$ cat src/rtl/div_scheduler.sv
// div_scheduler: round-robin arbiter that shares one fixed-latency 32-bit
// divider among NUM_REQ requesters and returns q/r on one response channel.
// Divide-by-zero requests are answered locally (q=all ones, r=dividend).
// Optional statistics counters are enabled by defining DIV_SCHED_STATS_EN.
module div_scheduler #(
    parameter int unsigned NUM_REQ     = 4,
    parameter int unsigned DIV_LATENCY = 33,
    parameter int unsigned ID_W        = 2
) (
    input  logic                   clock,
    input  logic                   reset,
    input  logic [NUM_REQ-1:0]     req_valid,
    output logic [NUM_REQ-1:0]     req_ready,
    input  logic [32*NUM_REQ-1:0]  req_a,
    input  logic [32*NUM_REQ-1:0]  req_b,
    output logic                   resp_valid,
    input  logic                   resp_ready,
    output logic [ID_W-1:0]        resp_id,
    output logic [31:0]            resp_q,
    output logic [31:0]            resp_r,
    output logic                   resp_dbz,
    output logic                   div_start,
    output logic [31:0]            div_a,
    output logic [31:0]            div_b,
    input  logic [31:0]            div_q,
    input  logic [31:0]            div_r,
    output logic                   busy
`ifdef DIV_SCHED_STATS_EN
    ,
    output logic [31:0]            stat_ops,
    output logic [15:0]            stat_dbz,
    output logic [31:0]            stat_stall
`endif
);

    localparam int unsigned DATA_W = 32;
    localparam int unsigned IDX_W  = $clog2(NUM_REQ);
    localparam int unsigned CNT_W  = (DIV_LATENCY > 1) ? $clog2(DIV_LATENCY) : 1;

    typedef enum logic [1:0] {
        IDLE  = 2'd0,
        ISSUE = 2'd1,
        WAIT  = 2'd2,
        RESP  = 2'd3
    } state_t;

    state_t              state;
    logic [IDX_W-1:0]    ptr;
    logic [IDX_W-1:0]    lat_id;
    logic [CNT_W-1:0]    cnt;

    logic                found;
    logic [IDX_W-1:0]    winner;
    logic [IDX_W-1:0]    pos;
    logic [DATA_W-1:0]   sel_a;
    logic [DATA_W-1:0]   sel_b;
    logic                accept;

    // Round-robin search: first valid requester after the last winner, wrapping.
    always_comb begin
        found  = 1'b0;
        winner = '0;
        pos    = '0;
        for (int i = 1; i <= int'(NUM_REQ); i++) begin
            pos = IDX_W'((int'(ptr) + i) % int'(NUM_REQ));
            if (!found && req_valid[pos]) begin
                found  = 1'b1;
                winner = pos;
            end
        end
    end

    // Operand mux for the current winner.
    always_comb begin
        sel_a = '0;
        sel_b = '0;
        for (int i = 0; i < int'(NUM_REQ); i++) begin
            if (winner == IDX_W'(i)) begin
                sel_a = req_a[DATA_W*i +: DATA_W];
                sel_b = req_b[DATA_W*i +: DATA_W];
            end
        end
    end

    // Grant is combinational in IDLE so the handshake completes in one cycle.
    always_comb begin
        accept    = (state == IDLE) && found && !reset;
        req_ready = '0;
        if (accept) begin
            req_ready[winner] = 1'b1;
        end
    end

    // Sequencer: IDLE -> (ISSUE -> WAIT ->) RESP -> IDLE, all outputs registered.
    always_ff @(posedge clock) begin
        if (reset) begin
            state      <= IDLE;
            ptr        <= IDX_W'(NUM_REQ - 1);
            lat_id     <= '0;
            cnt        <= '0;
            resp_valid <= 1'b0;
            resp_id    <= '0;
            resp_q     <= '0;
            resp_r     <= '0;
            resp_dbz   <= 1'b0;
            div_start  <= 1'b0;
            div_a      <= '0;
            div_b      <= '0;
            busy       <= 1'b0;
        end else begin
            case (state)
                IDLE: begin
                    if (accept) begin
                        ptr    <= winner;
                        lat_id <= winner;
                        busy   <= 1'b1;
                        if (sel_b == '0) begin
                            // Answered locally; the divider is never started.
                            resp_id    <= ID_W'(winner);
                            resp_q     <= '1;
                            resp_r     <= sel_a;
                            resp_dbz   <= 1'b1;
                            resp_valid <= 1'b1;
                            state      <= RESP;
                        end else begin
                            div_a     <= sel_a;
                            div_b     <= sel_b;
                            div_start <= 1'b1;
                            state     <= ISSUE;
                        end
                    end
                end
                ISSUE: begin
                    div_start <= 1'b0;
                    cnt       <= CNT_W'(DIV_LATENCY - 1);
                    state     <= WAIT;
                end
                WAIT: begin
                    if (cnt == '0) begin
                        resp_id    <= ID_W'(lat_id);
                        resp_q     <= div_q;
                        resp_r     <= div_r;
                        resp_dbz   <= 1'b0;
                        resp_valid <= 1'b1;
                        state      <= RESP;
                    end else begin
                        cnt <= cnt - CNT_W'(1);
                    end
                end
                RESP: begin
                    if (resp_ready) begin
                        resp_valid <= 1'b0;
                        busy       <= 1'b0;
                        state      <= IDLE;
                    end
                end
                default: begin
                    state <= IDLE;
                end
            endcase
        end
    end

`ifdef DIV_SCHED_STATS_EN
    // Free-running statistics: completed responses, dbz responses, stalled cycles.
    always_ff @(posedge clock) begin
        if (reset) begin
            stat_ops   <= '0;
            stat_dbz   <= '0;
            stat_stall <= '0;
        end else begin
            if (resp_valid && resp_ready) begin
                stat_ops <= stat_ops + 32'd1;
                if (resp_dbz) begin
                    stat_dbz <= stat_dbz + 16'd1;
                end
            end
            if (resp_valid && !resp_ready) begin
                stat_stall <= stat_stall + 32'd1;
            end
        end
    end
`endif

endmodule

$ cat config.mk
export PLATFORM = sky130hd
export DESIGN_NAME = div_scheduler
export DESIGN_NICKNAME = d
export VERILOG_FILES = /design/src/rtl/div_scheduler.sv
export SDC_FILE = /design/constraint.sdc
export NUM_CORES = 1
export LEC_CHECK = 0
export CELL_PAD_IN_SITES_DETAIL_PLACEMENT = 1
export CELL_PAD_IN_SITES_GLOBAL_PLACEMENT = 2
export CORE_ASPECT_RATIO = 1.4
export CORE_MARGIN = 2
export CORE_UTILIZATION = 18
export CTS_CLUSTER_DIAMETER = 30
export DETAILED_ROUTE_END_ITERATION = 10
export PLACE_DENSITY_LB_ADDON = 0.1
export SLEW_MARGIN = 40
export SYNTH_ARGS = -nofsm -noshare
export SYNTH_HDL_FRONTEND = slang
export SYNTH_SLANG_ARGS = --single-unit
$ cat constraint.sdc
create_clock -name clock -period 3.4 [get_ports clock]
set_clock_uncertainty 0.15 [all_clocks]
set_input_delay 0.68 -clock clock [delete_from_list [all_inputs] [get_ports clock]]
set_output_delay 0.68 -clock clock [all_outputs]
set_load 0.02 [all_outputs]
==> out/metrics.csv <==
stage,metric,value,unit
clocking,clk sinks,146,
grt,largest net degree at the start of global routing,83,
floorplan,Initial Utilization,18.1,%
floorplan,core area,0.0458,mm^2
min_path,worst hold path type,reg2reg,
logic_synthesis,Post-Syn Area,0.00831,mm^2
sta,RSZ-0062 raised after global routing,no,
floorplan,Ports,465,
routing,starting DRC count in detailed routing,296,
clocking,Root Driver,clkbuf_16,
sta,max-slew violation count,0,
logic_synthesis,register area share after synthesis,35.2,%
sta,fmax,0.307,GHz
logic_synthesis,asr flop ratio synth,0,%
routing,DRT Pass-1 Iters,4,
logic_synthesis,multiplexer area fraction after synthesis,5.94,%
clocking,htree depth,4,
final_layout,nets,1980,
floorplan,Die Ht,258,um
logic_synthesis,"EDFF count, synth",0,
pwr,Worst VDD drop,348,uV
sta,Worst-Margin Slew,843,ps
grt,vias in the first global route,11300,
grt,remaining global-route overflow,0,
logic_synthesis,Yosys warning count,0,
worst_setup_path,Worst Setup Path Type,in2reg,
floorplan,die width,186,um
pwr,Combinational Power Share,57.4,%
floorplan,Rows,93,
routing,DR vias,10400,
clocking,CTS Buffer Depth,2,
routing,DR WL/cell,21.6,um
grt,wire length of the first global-routing pass,71.2,mm
clocking,CTS tree,yes,
logic_synthesis,xor/xnor share of the synthesized area,0.422,%
pwr,Internal,6.04,mW
routing,Routed Antenna Nets,0,
logic_synthesis,Cells after Synth,1103,
worst_setup_path,CP Capture Type,flip-flop,
logic_synthesis,Syn Area/Cell,7.53,um^2
sta,min cycle time layout,3260,ps
floorplan,die area,0.0479,mm^2
worst_setup_path,Critical Path RT,3550,ps
logic_synthesis,Simple-Gate Fraction of Synth Area,29.2,%
pwr,Sw Ratio,42.5,%
worst_setup_path,crit-path max FO,11,
clocking,clock latency at the later pin of the worst-skew pair,450,ps
worst_setup_path,Startpoint Class,primary input,
final_layout,core occupancy in the finished layout,34.2,%
final_layout,Area Growth Syn to Fin,89.0,%
sta,final hold violation count,0,
grt,Total GRT Usage,20.0,%
worst_setup_path,WP data arrival,3410,ps
clocking,clock-pin slew on the worst setup and hold paths,70,ps
logic_synthesis,area share of fa/ha/maj cells after synthesis,0.904,%
job,Max Cap Viol,0,
routing,final WL,49.2,mm
sta,Final Setup Violations,0,
clocking,total CTS buffers,17,
logic_synthesis,syn_nets,1436,
sta,setup TNS,0,ps
clocking,cts-stage hold buffer count,0,
pwr,Reg power frac,23.2,%
pwr,Clk pwr share,19.4,%
logic_synthesis,largest family of logic cells by synthesized area,simple AND/OR/NAND/NOR gates,
grt,initial antenna violation count,8,
routing,detail-routed via count per cell,4.58,
logic_synthesis,Synth Register Bits,146,
pwr,switching pwr,4.46,mW
place,PortBufs,464,
sta,Final period util,95.8,%
routing,drt drc,0,
logic_synthesis,Cell variety after synth,56,
sta,Slew HR,43.8,%
logic_synthesis,top_reg_cell synth,dfxtp_1,
place,Post-DP HPWL,38.3,mm
place,RePlAce Congestion,0.823,
pwr,leakage power total,6.24,nW
final_layout,fraction of layout cells with a size suffix above 1,14.6,%
logic_synthesis,Compound-Gate Fraction of Synth Area,22.7,%
run_status,outcome,"finished, final reports clean",
pwr,Power per Cell Area,669,mW/mm^2
[critical path, stage by stage]
cell,delay (ps)
dlygate4sd2_1,260
or3b_4,400
buf_4,150
o221ai_4,80
buf_6,210
nor3_1,80
nor3_1,370
a21oi_1,120
and4_4,230
o21ai_4,360
buf_12,210
buf_12,170
o31ai_2,80
[layout make-up]
class,count,area [um^2]
Fill cell,5477,30100
Timing Repair Buffer,631,6190
Multi-Input combinational cell,842,5160
Sequential cell,146,2920
Tap cell,617,772
Clock buffer,17,425
Clock inverter,15,191
Inverter,9,35.0
Antenna cell,1,2.50
[cells in the mapped netlist (32+ instances only)]
master    instances  area share (%)
nand2_1         299              14
and2_1           37             2.8
nand4_1          35             2.6
a21oi_1          75             4.5
o31ai_1          34             3.1
clkbuf_1         72             3.3
mux2i_1          47             5.7
dfxtp_1         146              35
nand3b_1         32             2.9
a31oi_1          38             2.9
o311a_1          32             3.9
a211oi_1         37             3.3
[cells in the final DEF (no fill, tap or decap), types with 25 or more instances in the layout]
master and count:
clkdlybuf4s50_1 455, dfxtp_1 146, a21oi_1 74, nand2_1 298
a31oi_1 38, o311a_1 32, o211ai_1 25, mux2i_1 46
buf_4 142, nand4_1 35, nand3b_1 32, a211oi_1 37
nand3_1 30, and2_1 37
[metal layers]
layer	track usage (%)	routed length (um)	up-vias
met5	0	93	-
met2	38.4	26500	318
met3	6.28	3540	51
met4	5.29	892	14
li1	-	-	5091
met1	20.5	18200	4961
[cell families (layout without fill, tap and decap cells)]
family,after synthesis,after routing
fa+ha+maj,6,6
simple gates,512,512
compound gates,271,271
buf+inv,115,672
mux,49,49
xor+xnor,4,4
other cells,0,1
flops,146,146
[repair_timing]
item,in CTS,in global routing
resized for setup,24,31
setup endpoints to repair,133,114
gates cloned,2,0
buffers inserted,2,1
pin swaps,4,4
[path summary, 6_finish.rpt]
kind	startpoint	end	slack, ps	cells past startpoint
worst max-delay path	req_valid[1]	resp_r[17]$_SDFFE_PP0P_	140	13
worst min-delay path	div_b[6]$_SDFFE_PP0P_	div_b[6]$_SDFFE_PP0P_	310	2
worst max register to register	ptr[1]$_SDFFE_PP1P_	resp_r[17]$_SDFFE_PP0P_	220	12
worst min register to register	div_b[6]$_SDFFE_PP0P_	div_b[6]$_SDFFE_PP0P_	310	2
[power groups by stage]
| stage | sequential, mW | clock (mW) | combinational (mW) |
|---|---|---|---|
| 3_5_place_dp | 2.47 | 0 | 5.99 |
| 2_1_floorplan | 2.86 | 0 | 2.45 |
| 6_report | 2.43 | 2.04 | 6.03 |
| 4_1_cts | 2.44 | 2.13 | 6.10 |
| 5_1_grt | 2.49 | 2.19 | 6.56 |
| 3_3_place_gp | 2.46 | 0 | 5.97 |
[through the flow]
step | std cells | hold slack [ps] | power [mW] | setup WS, ps | instance area, um^2
floorplan | 1103 | 287 | 5.31 | 49.1 | 8310
global placement | 2240 | 290 | 8.43 | -727 | 14800
detailed placement | 2240 | 298 | 8.46 | -819 | 14800
CTS | 2276 | 308 | 10.7 | -7.42 | 15500
global route | 2278 | 333 | 11.2 | 15.5 | 15700
finish | 2278 | 307 | 10.5 | 143 | 15700
[registers in the layout (all words and copies together), names as in the netlist, 2 cells and up]
name / flops
cnt: 6
resp_q: 32
lat_id: 2
ptr: 2
resp_r: 32
div_a: 32
state: 2
div_b: 32
resp_id: 2
Note: power is estimated with default switching activity, not from simulation.
